File: src/rtl/alu_share_arbiter.sv
// Two-port round-robin arbiter that shares one combinational ALU, with a programmable settle time.
// Optional ALU_ARB_ILLEGAL_OP_EN: reject SELECT[2]=1 operations with an error response.
module alu_share_arbiter #(
  parameter int DATA_WIDTH    = 8,
  parameter int SETTLE_CYCLES = 1
) (
  input  logic                  clk_i,
  input  logic                  rst_n_i,
  input  logic                  req0_valid_i,
  output logic                  req0_ready_o,
  input  logic [DATA_WIDTH-1:0] req0_data1_i,
  input  logic [DATA_WIDTH-1:0] req0_data2_i,
  input  logic [2:0]            req0_select_i,
  input  logic                  req1_valid_i,
  output logic                  req1_ready_o,
  input  logic [DATA_WIDTH-1:0] req1_data1_i,
  input  logic [DATA_WIDTH-1:0] req1_data2_i,
  input  logic [2:0]            req1_select_i,
  output logic                  rsp0_valid_o,
  output logic                  rsp1_valid_o,
  output logic [DATA_WIDTH-1:0] rsp_result_o,
  output logic                  rsp_zero_o,
  output logic                  rsp_err_o,
  output logic [DATA_WIDTH-1:0] alu_data1_o,
  output logic [DATA_WIDTH-1:0] alu_data2_o,
  output logic [2:0]            alu_select_o,
  input  logic [DATA_WIDTH-1:0] alu_result_i,
  input  logic                  alu_zero_i,
  output logic                  busy_o
);
  // state  | meaning
  // IDLE   | waiting for a request; READY offered to the granted requester
  // SETTLE | operands driven to the ALU, counting down the settle time
  // DONE   | one-cycle response pulse to the owner
  typedef enum logic [1:0] {IDLE, SETTLE, DONE} state_e;

  localparam logic [3:0] SETTLE_INIT = 4'(SETTLE_CYCLES);

  state_e                state_q;
  logic [3:0]            cnt_q;
  logic                  last_q;
  logic                  owner_q;
  logic [DATA_WIDTH-1:0] alu_d1_q, alu_d2_q, res_q;
  logic [2:0]            alu_sel_q;
  logic                  zero_q, rsp0_q, rsp1_q;
`ifdef ALU_ARB_ILLEGAL_OP_EN
  logic                  err_q;
`endif

  logic                  gnt0, gnt1, xfer, win, illegal;
  logic [DATA_WIDTH-1:0] win_d1, win_d2;
  logic [2:0]            win_sel;

  // Tie goes to the requester that did not win last time.
  always_comb begin
    gnt0    = req0_valid_i & (~req1_valid_i | last_q);
    gnt1    = req1_valid_i & (~req0_valid_i | ~last_q);
    xfer    = (state_q == IDLE) & (gnt0 | gnt1);
    win     = gnt1;
    win_d1  = win ? req1_data1_i  : req0_data1_i;
    win_d2  = win ? req1_data2_i  : req0_data2_i;
    win_sel = win ? req1_select_i : req0_select_i;
`ifdef ALU_ARB_ILLEGAL_OP_EN
    illegal = win_sel[2];
`else
    illegal = 1'b0;
`endif
  end

  // READY is masked by reset so every output reads 0 while reset is held.
  assign req0_ready_o = rst_n_i & (state_q == IDLE) & gnt0;
  assign req1_ready_o = rst_n_i & (state_q == IDLE) & gnt1;
  assign busy_o       = (state_q != IDLE);
  assign rsp0_valid_o = rsp0_q;
  assign rsp1_valid_o = rsp1_q;
  assign rsp_result_o = res_q;
  assign rsp_zero_o   = zero_q;
  assign alu_data1_o  = alu_d1_q;
  assign alu_data2_o  = alu_d2_q;
  assign alu_select_o = alu_sel_q;
`ifdef ALU_ARB_ILLEGAL_OP_EN
  assign rsp_err_o    = err_q;
`else
  assign rsp_err_o    = 1'b0;
`endif

  always_ff @(posedge clk_i or negedge rst_n_i) begin
    if (!rst_n_i) begin
      state_q   <= IDLE;
      cnt_q     <= '0;
      last_q    <= 1'b1;
      owner_q   <= 1'b0;
      alu_d1_q  <= '0;
      alu_d2_q  <= '0;
      alu_sel_q <= '0;
      res_q     <= '0;
      zero_q    <= 1'b0;
      rsp0_q    <= 1'b0;
      rsp1_q    <= 1'b0;
`ifdef ALU_ARB_ILLEGAL_OP_EN
      err_q     <= 1'b0;
`endif
    end else begin
      rsp0_q <= 1'b0;
      rsp1_q <= 1'b0;
      case (state_q)
        IDLE: begin
          if (xfer) begin
            owner_q <= win;
            last_q  <= win;
            if (illegal) begin
              // Rejected op never reaches the ALU; respond immediately.
              res_q   <= '0;
              zero_q  <= 1'b0;
              rsp0_q  <= ~win;
              rsp1_q  <= win;
`ifdef ALU_ARB_ILLEGAL_OP_EN
              err_q   <= 1'b1;
`endif
              state_q <= DONE;
            end else begin
              alu_d1_q  <= win_d1;
              alu_d2_q  <= win_d2;
              alu_sel_q <= win_sel;
              cnt_q     <= SETTLE_INIT;
              state_q   <= SETTLE;
            end
          end
        end
        SETTLE: begin
          cnt_q <= cnt_q - 4'd1;
          if (cnt_q == 4'd1) begin
            res_q   <= alu_result_i;
            zero_q  <= alu_zero_i;
            rsp0_q  <= ~owner_q;
            rsp1_q  <= owner_q;
`ifdef ALU_ARB_ILLEGAL_OP_EN
            err_q   <= 1'b0;
`endif
            state_q <= DONE;
          end
        end
        DONE:    state_q <= IDLE;
        default: state_q <= IDLE;
      endcase
    end
  end
endmodule

File: config.mk
export PLATFORM = sky130hd
export DESIGN_NAME = alu_share_arbiter
export DESIGN_NICKNAME = d
export VERILOG_FILES = /design/src/rtl/alu_share_arbiter.sv
export SDC_FILE = /design/constraint.sdc
export NUM_CORES = 1
export LEC_CHECK = 0
export BUFFER_PORTS_ARGS = -buffer_cell sky130_fd_sc_hd__clkbuf_2
export CORE_ASPECT_RATIO = 1.1
export CORE_UTILIZATION = 45
export CTS_BUF_LIST = sky130_fd_sc_hd__clkbuf_8
export DETAILED_ROUTE_END_ITERATION = 7
export PLACE_DENSITY = 0.78
export SLEW_MARGIN = 5
export SYNTH_ARGS = -nofsm -noshare
export SYNTH_HDL_FRONTEND = slang
export SYNTH_SLANG_ARGS = --single-unit
File: constraint.sdc
create_clock -name clk_i -period 3.8 [get_ports clk_i]
set_input_delay 0.76 -clock clk_i [delete_from_list [all_inputs] [get_ports clk_i]]
set_output_delay 0.76 -clock clk_i [all_outputs]
set_load 0.1 [all_outputs]
==> metrics list <==
- The routed design has 3329 um of wire.
* Biggest fanout along the worst timing path: 21
* Final Hold Viols: 0
* Post_cts resized: 0
* Path category of the worst min-delay check: reg -> reg
* Fraction of synthesized cell area taken by the top area cell type: 51.03%
* Relative slew slack: around 30%
- The final route contains ~1.3k vias.
* Synth area leader: dfrtp_1
* Max stage delay on crit path: 0.47 ns
- Type of element capturing the critical path: output pin
- Data on the critical path is required at its endpoint by 3.04 ns.
- Slowest stage cell on the critical path: clkbuf_2
* # nets final: 267
- The cell sitting at the root of the clock tree is a clkbuf_8.
- At the end of routability-driven placement, the weighted congestion stood at 0.7501.
- Max-capacitance violation count: 0
- Avg WL per Cell: 12.56 um
* Post-detailed-placement half-perimeter wirelength: 2524 um
- Final hold analysis gives a worst-case slack of roughly 0.45 ns.
- In this run, synthesis produced a sequential element count of 38.
- In the final layout, the share of cells above drive strength 1 is around 66%.
* Inserted Diodes: 0
* Clock transition at the registers of the reported paths: approximately 0.060 ns
- Horizontal die dimension: 62.54 um
* Part of the cycle the worst path needs: 69.17%
- Counting the buffers created by CTS gives 5.
- The worst setup path is launched from an input port.
* Largest cells by area after synthesis: dfrtp_1 51%, mux2_2 18%, mux2_4 15%
* Buffers & Inverters on Critical Path: 2
* Gate Count Post-Synth: 128
- The floorplan has 23 rows.
* Clock latency at the later pin of the worst-skew pair: 0.28 ns
- Count of fill cells added during filler insertion: slightly below 300
- The share of the Yosys chip area taken by registers is 52.48%.
* DRT Pass-1 Iters: 4
- The Yosys step of the flow raised 0 warnings.
- Setup violations remaining at the end of the flow were counted as 0.
- Final ANT Viol Nets: 0
- Number of global-route vias before repair: 1279
- The H-tree generated during clock tree synthesis spans 2 levels.
- Setup repair after global routing left no endpoint under its margin.
- Traced cell by cell, the critical path runs through clkbuf_2 > a21bo_4 > nor2_1 > clkbuf_2.
* Data arrival time of the critical path: 1.87 ns
- Port buffering added 83 buffers.
- For this run, design rule violations remaining after detail routing come to 0.
- Max-slew violation count: 0
- Total GRT Usage: around 17%
* Floorplan Core Area: 0.003741 mm2
- Number of hold buffers added after cts: 0
* Initial Util: 48.49%
- The kind of cell with the highest combined delay along the critical path is buffers and inverters.
- The number of setup buffers added after CTS is 0.
- The critical path in this run is classified as in -> out.
- Total congestion overflow after global routing: 0
* Clock tree from TritonCTS: done
- The die covers 0.004290 mm2.
* Area of the mapped netlist: 0.001814 mm2
- In the final timing run, aggregate negative setup slack is 0 ns.
- Nets in the synthesized netlist: 181
- Number of antenna violations at the first check in global routing: 0
- The run finished with clean final reports.
- Cell occurring most often along the worst timing path: clkbuf_2
- IO Pins: 85
* Final cell utilization of the core: a little over three fifths
- First-pass GRT wire length: 5444 um
- Max clock buf depth: 2
- For the pin with the worst max-slew slack, the measured transition is 1.050 ns.
- Dividing the detail-routed via count by the number of cells gives 4.898.
* Clock tree sinks: 38
- Clock period minus final worst setup slack: 2.628 ns
* Drt first-iter violations: 18
* Upper clock frequency limit: 380.5 MHz
* Signed area change from the synthesized netlist to the final layout: 29.93%
- Post-Route Skew: between 0.005 and 0.006 ns
- After synthesis, the netlist uses 28 different library cells.
* Largest net degree at the start of global routing: 39
- Overall die height: 68.60 um
* Average size of a mapped cell: 14.17 um2
[state kept, by name (all words and copies together) (netlist names)]
signal and count:
rsp_result_o 8, rsp0_valid_o 1, state_q 2, last_q 1
rsp_zero_o 1, owner_q 1, alu_data2_o 8, alu_data1_o 8
rsp1_valid_o 1, cnt_q 4, alu_select_o 3
[final cells by class]
class	count	area [um2]	area share [%]
multi-input combinational	79	802.0	34.02
clock inverter	2	8.758	0.3716
sequential	38	952.2	40.39
clock buffer	6	82.58	3.503
inverter	5	18.77	0.7962
timing repair buffer	85	430.4	18.26
tap	50	62.56	2.654
[cell usage after synthesis]
library cell / count
buf_4: 1
nor4_1: 1
nor3b_1: 1
nand3b_1: 1
buf_2: 3
mux2i_1: 1
dfrtp_1: 37
a21oi_1: 2
mux2_4: 18
xnor2_1: 1
a21bo_4: 1
ha_1: 2
a31oi_1: 1
mux2_2: 29
dfstp_2: 1
buf_6: 2
nor2b_1: 1
o211ai_1: 1
inv_1: 5
and3_1: 1
o21ai_1: 1
nand2_1: 2
o21ai_0: 4
nand2b_1: 1
conb_1: 1
o2bb2ai_1: 1
and2_1: 1
nor2_1: 7
[routing by layer]
layer	global-route usage, %	vias up	wire (um)
li1	-	618	-
met1	18.90	615	1391
met2	30.57	61	1672
met3	5.263	4	239
met4	6.105	0	25
met5	0	-	0
[cell families (layout without fill, tap and decap cells)]
kind of cell,Yosys count,after routing,share of synthesized area (%)
multiplexers,48,48,33.45
flip-flops,38,38,52.48
AND/OR/NAND/NOR,16,16,4.416
AO/OA/AOI/OAI,11,11,4.069
buffers and inverters,11,98,3.517
adder cells (fa/ha/maj),2,2,1.379
other,1,1,0.2067
XOR/XNOR,1,1,0.4828
[path summary, 6_finish.rpt]
| path | start | endpoint | slack [ns] | depth (start not counted) |
|---|---|---|---|---|
| setup / recovery | req1_valid_i | req1_ready_o | 1.17 | 4 |
| hold / removal | owner_q | rsp0_valid_o | 0.45 | 1 |
| min in group asynchronous | rst_n_i | rsp_result_o[0] | 0.54 | 2 |
| max in group asynchronous | rst_n_i | last_q | 2.92 | 2 |
| setup reg to reg | cnt_q[1] | rsp_result_o[7] | 1.98 | 5 |
| hold reg to reg | owner_q | rsp0_valid_o | 0.45 | 1 |
[metrics by stage]
step	worst slack [ns]	instance area (um2)	instances
4_1_cts	1.149	2357	265
6_report	1.172	2357	265
5_1_grt	1.136	2357	265
2_1_floorplan	0.6559	1814	128
3_3_place_gp	1.203	2266	257
3_5_place_dp	1.147	2266	257
[layout by cell type, fill, tap and decap left out, types with 2 or more instances in the layout]
cell,netlist,layout
nor2_1,7,7
clkbuf_8,0,6
dfrtp_1,37,37
mux2_2,29,29
clkbuf_2,0,83
mux2_4,18,18
a21oi_1,2,2
nand2_1,2,2
ha_1,2,2
inv_1,5,6
buf_4,1,2
o21ai_0,4,4
Power is not shown: default switching activity piles up to over one toggle a cycle in this logic, so the estimate is an artifact.
